<file path="src/rtl/synth_seq_pkg.sv">
// Shared types and constant helpers for the oscillator slot sequencer.
// The slot index struct describes the default {vx,ox,oe} packing of the xxxx bus.
package synth_seq_pkg;

    typedef enum logic [1:0] {IDLE, RUN, DRAIN} seq_state_e;

    localparam int DEF_V_WIDTH  = 3;
    localparam int DEF_O_WIDTH  = 2;
    localparam int DEF_OE_WIDTH = 1;

    typedef struct packed {
        logic [DEF_V_WIDTH-1:0]  vx;
        logic [DEF_O_WIDTH-1:0]  ox;
        logic [DEF_OE_WIDTH-1:0] oe;
    } slot_idx_t;

    function automatic int e_width(input int o_width, input int oe_width);
        return o_width + oe_width;
    endfunction

    function automatic int slots(input int voices, input int e_w);
        return voices << e_w;
    endfunction

endpackage

</file>
<file path="src/rtl/seq_phase_reset_tracker.sv">
// Per-voice phase-reset request: raised when the voice leaves the free state,
// dropped once the voice's last slot has been issued in a frame started afterwards.
module seq_phase_reset_tracker
    import synth_seq_pkg::*;
#(
    parameter int                 S_WIDTH   = 6,
    parameter logic [S_WIDTH-1:0] LAST_SLOT = '1
) (
    input  logic               OSC_CLK,
    input  logic               reset,
    input  logic               voice_free,
    input  logic               frame_start,
    input  logic               slot_stb,
    input  logic [S_WIDTH-1:0] slot_idx,
    output logic               phase_reset
);

    logic free_q, free_d;
    logic pend_q, pend_d;
    logic armed_q, armed_d;
    logic fall;
    logic clear_hit;

    assign fall      = free_q && !voice_free;
    assign clear_hit = armed_q && slot_stb && (slot_idx == LAST_SLOT);

    // Only a frame that begins while the request is already pending may retire it.
    always_comb begin
        free_d  = voice_free;
        pend_d  = pend_q;
        armed_d = armed_q;
        if (fall) begin
            pend_d  = 1'b1;
            armed_d = 1'b0;
        end else if (voice_free || clear_hit) begin
            pend_d  = 1'b0;
            armed_d = 1'b0;
        end else if (frame_start && pend_q) begin
            armed_d = 1'b1;
        end
    end

    always_ff @(posedge OSC_CLK or posedge reset) begin
        if (reset) begin
            free_q  <= 1'b0;
            pend_q  <= 1'b0;
            armed_q <= 1'b0;
        end else begin
            free_q  <= free_d;
            pend_q  <= pend_d;
            armed_q <= armed_d;
        end
    end

    assign phase_reset = pend_q && !voice_free;

endmodule

</file>
<file path="src/rtl/osc_slot_sequencer.sv">
// Frame scheduler walking every voice/osc/env slot once per sample tick.
// Optional macro SEQ_SKIP_FREE_VOICES_EN skips voices that were free at the tick.
module osc_slot_sequencer
    import synth_seq_pkg::*;
#(
    parameter int VOICES   = 8,
    parameter int V_WIDTH  = 3,
    parameter int O_WIDTH  = 2,
    parameter int OE_WIDTH = 1,
    parameter int CLK_DIV  = 4,
    parameter int PIPE_LAT = 3
) (
    input  logic                                 OSC_CLK,
    input  logic                                 reset,
    input  logic                                 sample_tick,
    input  logic [VOICES-1:0]                    voice_free,
    output logic [V_WIDTH+O_WIDTH+OE_WIDTH-1:0]  xxxx,
    output logic                                 slot_stb,
    output logic [VOICES-1:0]                    phase_reset,
    output logic                                 frame_busy,
    output logic                                 frame_done,
    output logic                                 overrun,
    input  logic                                 overrun_clr
);

    localparam int E_WIDTH   = e_width(O_WIDTH, OE_WIDTH);
    localparam int S_WIDTH   = V_WIDTH + E_WIDTH;
    localparam int DIV_W     = $clog2(CLK_DIV);
    localparam int DRAIN_CYC = PIPE_LAT * CLK_DIV;
    localparam int DRAIN_W   = $clog2(DRAIN_CYC + 1);
    localparam logic [DIV_W-1:0]   DIV_LAST   = DIV_W'(CLK_DIV - 1);
    localparam logic [DRAIN_W-1:0] DRAIN_LAST = DRAIN_W'(DRAIN_CYC - 1);

    seq_state_e         state_q, state_d;
    logic [S_WIDTH-1:0] slot_q, slot_d;
    logic [DIV_W-1:0]   div_q, div_d;
    logic [DRAIN_W-1:0] drain_q, drain_d;
    logic               done_q, done_d;
    logic               overrun_q, overrun_d;
    logic               frame_start;

    assign frame_start = (state_q == IDLE) && sample_tick;

`ifdef SEQ_SKIP_FREE_VOICES_EN
    localparam logic [E_WIDTH-1:0] E_LAST = '1;

    logic [VOICES-1:0]  snap_q, snap_d;
    logic [VOICES-1:0]  search_free;
    int                 search_from;
    logic               next_found;
    logic [V_WIDTH-1:0] next_vx;

    // Lowest busy voice at or above search_from; the tick edge uses the live inputs
    // because the snapshot is being captured on that same edge.
    always_comb begin
        search_free = (state_q == IDLE) ? voice_free : snap_q;
        search_from = (state_q == IDLE) ? 0 : int'(slot_q[S_WIDTH-1:E_WIDTH]) + 1;
        next_found  = 1'b0;
        next_vx     = '0;
        for (int v = VOICES - 1; v >= 0; v--) begin
            if (v >= search_from && !search_free[v]) begin
                next_found = 1'b1;
                next_vx    = V_WIDTH'(v);
            end
        end
    end

    assign snap_d = (state_q == IDLE) ? voice_free : snap_q;

    always_ff @(posedge OSC_CLK or posedge reset) begin
        if (reset) begin
            snap_q <= '0;
        end else begin
            snap_q <= snap_d;
        end
    end
`else
    localparam int                 SLOTS     = slots(VOICES, E_WIDTH);
    localparam logic [S_WIDTH-1:0] SLOT_LAST = S_WIDTH'(SLOTS - 1);
`endif

    always_comb begin
        state_d   = state_q;
        slot_d    = slot_q;
        div_d     = div_q;
        drain_d   = drain_q;
        done_d    = 1'b0;
        overrun_d = overrun_q;

        // A dropped tick outranks a simultaneous clear.
        if (sample_tick && state_q != IDLE) begin
            overrun_d = 1'b1;
        end else if (overrun_clr) begin
            overrun_d = 1'b0;
        end

        case (state_q)
            IDLE: begin
                slot_d  = '0;
                div_d   = '0;
                drain_d = '0;
                if (sample_tick) begin
`ifdef SEQ_SKIP_FREE_VOICES_EN
                    if (next_found) begin
                        state_d = RUN;
                        slot_d  = {next_vx, {E_WIDTH{1'b0}}};
                    end else begin
                        state_d = DRAIN;
                    end
`else
                    state_d = RUN;
`endif
                end
            end
            RUN: begin
                div_d = (div_q == DIV_LAST) ? '0 : div_q + 1'b1;
                if (div_q == DIV_LAST) begin
`ifdef SEQ_SKIP_FREE_VOICES_EN
                    if (slot_q[E_WIDTH-1:0] != E_LAST) begin
                        slot_d = slot_q + 1'b1;
                    end else if (next_found) begin
                        slot_d = {next_vx, {E_WIDTH{1'b0}}};
                    end else begin
                        state_d = DRAIN;
                    end
`else
                    if (slot_q == SLOT_LAST) begin
                        state_d = DRAIN;
                    end else begin
                        slot_d = slot_q + 1'b1;
                    end
`endif
                end
            end
            DRAIN: begin
                if (drain_q == DRAIN_LAST) begin
                    state_d = IDLE;
                    drain_d = '0;
                    done_d  = 1'b1;
                end else begin
                    drain_d = drain_q + 1'b1;
                end
            end
            default: state_d = IDLE;
        endcase
    end

    always_ff @(posedge OSC_CLK or posedge reset) begin
        if (reset) begin
            state_q   <= IDLE;
            slot_q    <= '0;
            div_q     <= '0;
            drain_q   <= '0;
            done_q    <= 1'b0;
            overrun_q <= 1'b0;
        end else begin
            state_q   <= state_d;
            slot_q    <= slot_d;
            div_q     <= div_d;
            drain_q   <= drain_d;
            done_q    <= done_d;
            overrun_q <= overrun_d;
        end
    end

    assign xxxx       = slot_q;
    assign slot_stb   = (state_q == RUN) && (div_q == '0);
    assign frame_busy = (state_q != IDLE);
    assign frame_done = done_q;
    assign overrun    = overrun_q;

    for (genvar v = 0; v < VOICES; v++) begin : g_voice
        localparam logic [S_WIDTH-1:0] LAST_SLOT = {V_WIDTH'(v), {E_WIDTH{1'b1}}};

        seq_phase_reset_tracker #(
            .S_WIDTH   (S_WIDTH),
            .LAST_SLOT (LAST_SLOT)
        ) u_tracker (
            .OSC_CLK     (OSC_CLK),
            .reset       (reset),
            .voice_free  (voice_free[v]),
            .frame_start (frame_start),
            .slot_stb    (slot_stb),
            .slot_idx    (slot_q),
            .phase_reset (phase_reset[v])
        );
    end

endmodule

</file>
<file path="config.mk">
export PLATFORM = sky130hd
export DESIGN_NAME = osc_slot_sequencer
export DESIGN_NICKNAME = d
export VERILOG_FILES = /design/src/rtl/synth_seq_pkg.sv /design/src/rtl/seq_phase_reset_tracker.sv /design/src/rtl/osc_slot_sequencer.sv
export SDC_FILE = /design/constraint.sdc
export NUM_CORES = 1
export LEC_CHECK = 0
export ABC_CLOCK_PERIOD_IN_PS = 1900
export CAP_MARGIN = 10
export CORE_ASPECT_RATIO = 0.6
export CORE_UTILIZATION = 31
export DETAILED_ROUTE_END_ITERATION = 12
export PLACE_DENSITY = 0.58
export SKIP_LAST_GASP = 1
export SYNTH_ARGS = -nofsm -noshare
export SYNTH_HDL_FRONTEND = slang
export SYNTH_HIERARCHICAL = 1
export SYNTH_SLANG_ARGS = --single-unit
</file>
<file path="constraint.sdc">
create_clock -name OSC_CLK -period 1.9 [get_ports OSC_CLK]
set_clock_uncertainty 0.1 [all_clocks]
set_input_delay 0.38 -clock OSC_CLK [delete_from_list [all_inputs] [get_ports OSC_CLK]]
set_output_delay 0.38 -clock OSC_CLK [all_outputs]
set_load 0.02 [all_outputs]
</file>
==> results.toml <==
[critical_path]
r2r_slack_ps = 230
cp_max_fo = 4
cp_num_buf_inv = 1
critPathTopFamily = "buffers and inverters"
worstReg2RegStart = "div_q[0]"
critPathMaxStageDelay_ps = 640
r2r_end = "g_voice[0].u_tracker/pend_q"
worstPathRequired_ps = 1420
cp-end-kind = "output port"
cp_data_arrival_time_ps = 1360
path_class = "register to output port"
crit_chain = "clkdlybuf4s50_1"
worst_setup_path_start_kind = "register"
cp_slowest_cell = "clkdlybuf4s50_1"
worstRegToRegCells = 7

[detailed_routing]
remaining_drc_errors = 0
drt_wl_total_um = 4735
wire_per_inst_um = 13.80
vias = 1711
antenna_left = 0
via_per_inst = 4.988
first_iter_violations = 142
firstDrtPassIters = 4

[finish]
fillers = 621
layout.cells.most_common_list = "40 x dfrtp_1, 29 x buf_4, 26 x inv_1"
syn_to_final_growth_pct = 33.46
final_common_cell = "dfrtp_1"
num_antenna_cells = 0
drive_gt1_frac = 0.2278
layout.nets = 274

[sta]
grt_setup_unrepaired = "no"
drv_slew = 0
slew_headroom = 0.7402
max_freq_mhz = 544.1
period_minus_slack_ps = 1838
timing.final.crit_share = 0.9674
hold_ws_ps = 335.0
finalHoldViolCount = 0
worst_slew_pin_slew_ps = 379.8
setup_viol = 0

[synth]
synth_edf_count = 0
ys_top_cells_by_area = "dfrtp_1 49%, inv_1 4.8%, nor4_2 4.3%"
syn_area_per_cell_sq_um = 10.31
syn_inst = 198
yosysTopAreaCellShare = 0.4902
synth_area_sq_mm = 0.002042
yosys.area.top_type = "dfrtp_1"
synth_fp_nets = 214
yosysWarnings = 6
synth-main-ff-cell = "dfrtp_1"
synth.ff_latch_count = 40
async_reset_ff_frac = 1.000
yosysSeqAreaShare = 0.4902
yosysUniqueCellTypes = 45

[power]
p_leak_nw = 1.226
vdd_drop_max_mv = 0.4109
power_density_mw_per_mm2 = 1001
total_power_mw = 2.727

[floorplan]
die_x_um = 106.8
io_pins = 30
core_area_sq_mm = 0.006221
die_area_sq_mm = 0.006926
start_util = 0.3282
die_h_um = 64.87
num_rows = 22

[clocking]
ctsHoldBuffers = 0
cts_buffer_depth = 2
cts_root_buf = "clkbuf_8"
numCtsBuffers = 5
clock-sinks = 40
htreeDepth = 2
clk_pin_slew_ps = 90
postCtsSetupBuffers = 0
cts_tree = "done"
clk_latency_ps = 300

[hold_path]
hold_start = "g_voice[2].u_tracker/free_q"
whs_path_depth = 1
hold_end = "g_voice[2].u_tracker/armed_q"
hold_path.class = "register to register"

[global_route]
grt_pass1_wl_um = 8231
grt_use_total = 0.1533
grt-ovfl-total = 0
grt_pass1_vias = 1697
grt_max_degree = 19
antenna_found_initial = 0

[status]
status = "finished, final reports clean"

[run]
drv_cap = 0

[placement]
port_buffers = 29
place_congestion = 0.7552
dp_hpwl_um = 3569
[cells by family (layout without fill, tap and decap cells)]
kind of cell | Yosys count | count (layout) | synth area share
AND/OR/NAND/NOR | 73 | 73 | 0.2617
AO/OA/AOI/OAI | 48 | 48 | 0.1489
flip-flops | 40 | 40 | 0.4902
buffers and inverters | 32 | 93 | 0.06984
adder cells (fa/ha/maj) | 4 | 4 | 0.02451
multiplexers | 1 | 1 | 0.004902
[synthesized netlist by cell type, drive strengths merged (2+ instances only)]
cell,n
dfrtp,40
inv,27
o21ai,18
nand2,11
a21oi,10
nor4,10
nor2b,9
nand4b,8
nand3,7
nand4,7
nor2,7
buf,4
ha,4
nand2b,4
o22ai,3
a2111o,2
a22o,2
a31oi,2
o2111ai,2
o211ai,2
o41ai,2
or2,2
or3b,2
[through the flow]
step	area (sq um)	instances	utilization	setup TNS, ps	setup WS, ps
floorplan	2042	198	-	0	67.03
CTS	2723	343	0.4377	-50.95	-50.95
detailed placement	2614	335	0.4202	-1263	-192.9
finish	2725	343	0.4381	0	62.02
global route	2725	343	0.4381	0	12.99
global placement	2614	335	0.4202	-1146	-172.0
[power by group]
group,switching (mW),internal (mW),leakage [nW]
sequential,0.0902,0.947,0.507
combinational,0.556,0.394,0.657
clock,0.310,0.430,0.0614
[sequential cells by signal, summed over array words and instances, names as in the netlist]
register                   count
div_q                          2
state_q                        2
g_voice.u_tracker/free_q       8
g_voice.u_tracker/armed_q      8
overrun                        1
drain_q                        4
g_voice.u_tracker/pend_q       8
xxxx                           6
frame_done                     1
[per-layer routing]
metal,vias to the layer above,GRT usage,part of all wire
met3,5,0.03622,0.045
met4,0,0.04110,0.0068
met5,-,0,0
met1,828,0.2281,0.54
met2,35,0.2194,0.40
li1,843,-,-
[area by class of cell]
cell class / instances / area (sq um) / share of cell area
clock buffers: 6 / 82.58 / 0.03030
clock inverters: 2 / 38.79 / 0.01423
inverters: 27 / 101.3 / 0.03719
multi-input cells: 126 / 907.1 / 0.3329
flip-flops and latches: 40 / 1001 / 0.3673
well taps: 84 / 105.1 / 0.03857
repair buffers: 58 / 489.2 / 0.1795
[worst max-delay path by stage]
| stage | to | depth (start not counted) | slack (ps) | start |
|---|---|---|---|---|
| 3_3_place_gp | phase_reset[5] | 3 | -170 | voice_free[5] |
| 6_report | xxxx[4] | 1 | 60 | xxxx[4] |
| 5_1_grt | phase_reset[1] | 4 | 10 | voice_free[1] |
| 4_1_cts | slot_stb | 4 | -50 | div_q[0] |
| 2_1_floorplan | g_voice[1].u_tracker/pend_q | 6 | 70 | state_q[0] |
| 3_5_place_dp | phase_reset[1] | 4 | -190 | voice_free[1] |
[what timing repair did]
action | 4_1_cts | 5_1_grt
gates resized for setup | 12 | 5
cloned | 0 | 0
endpoints found under the setup margin | 11 | 4
Note: power is estimated with default switching activity, not from simulation.
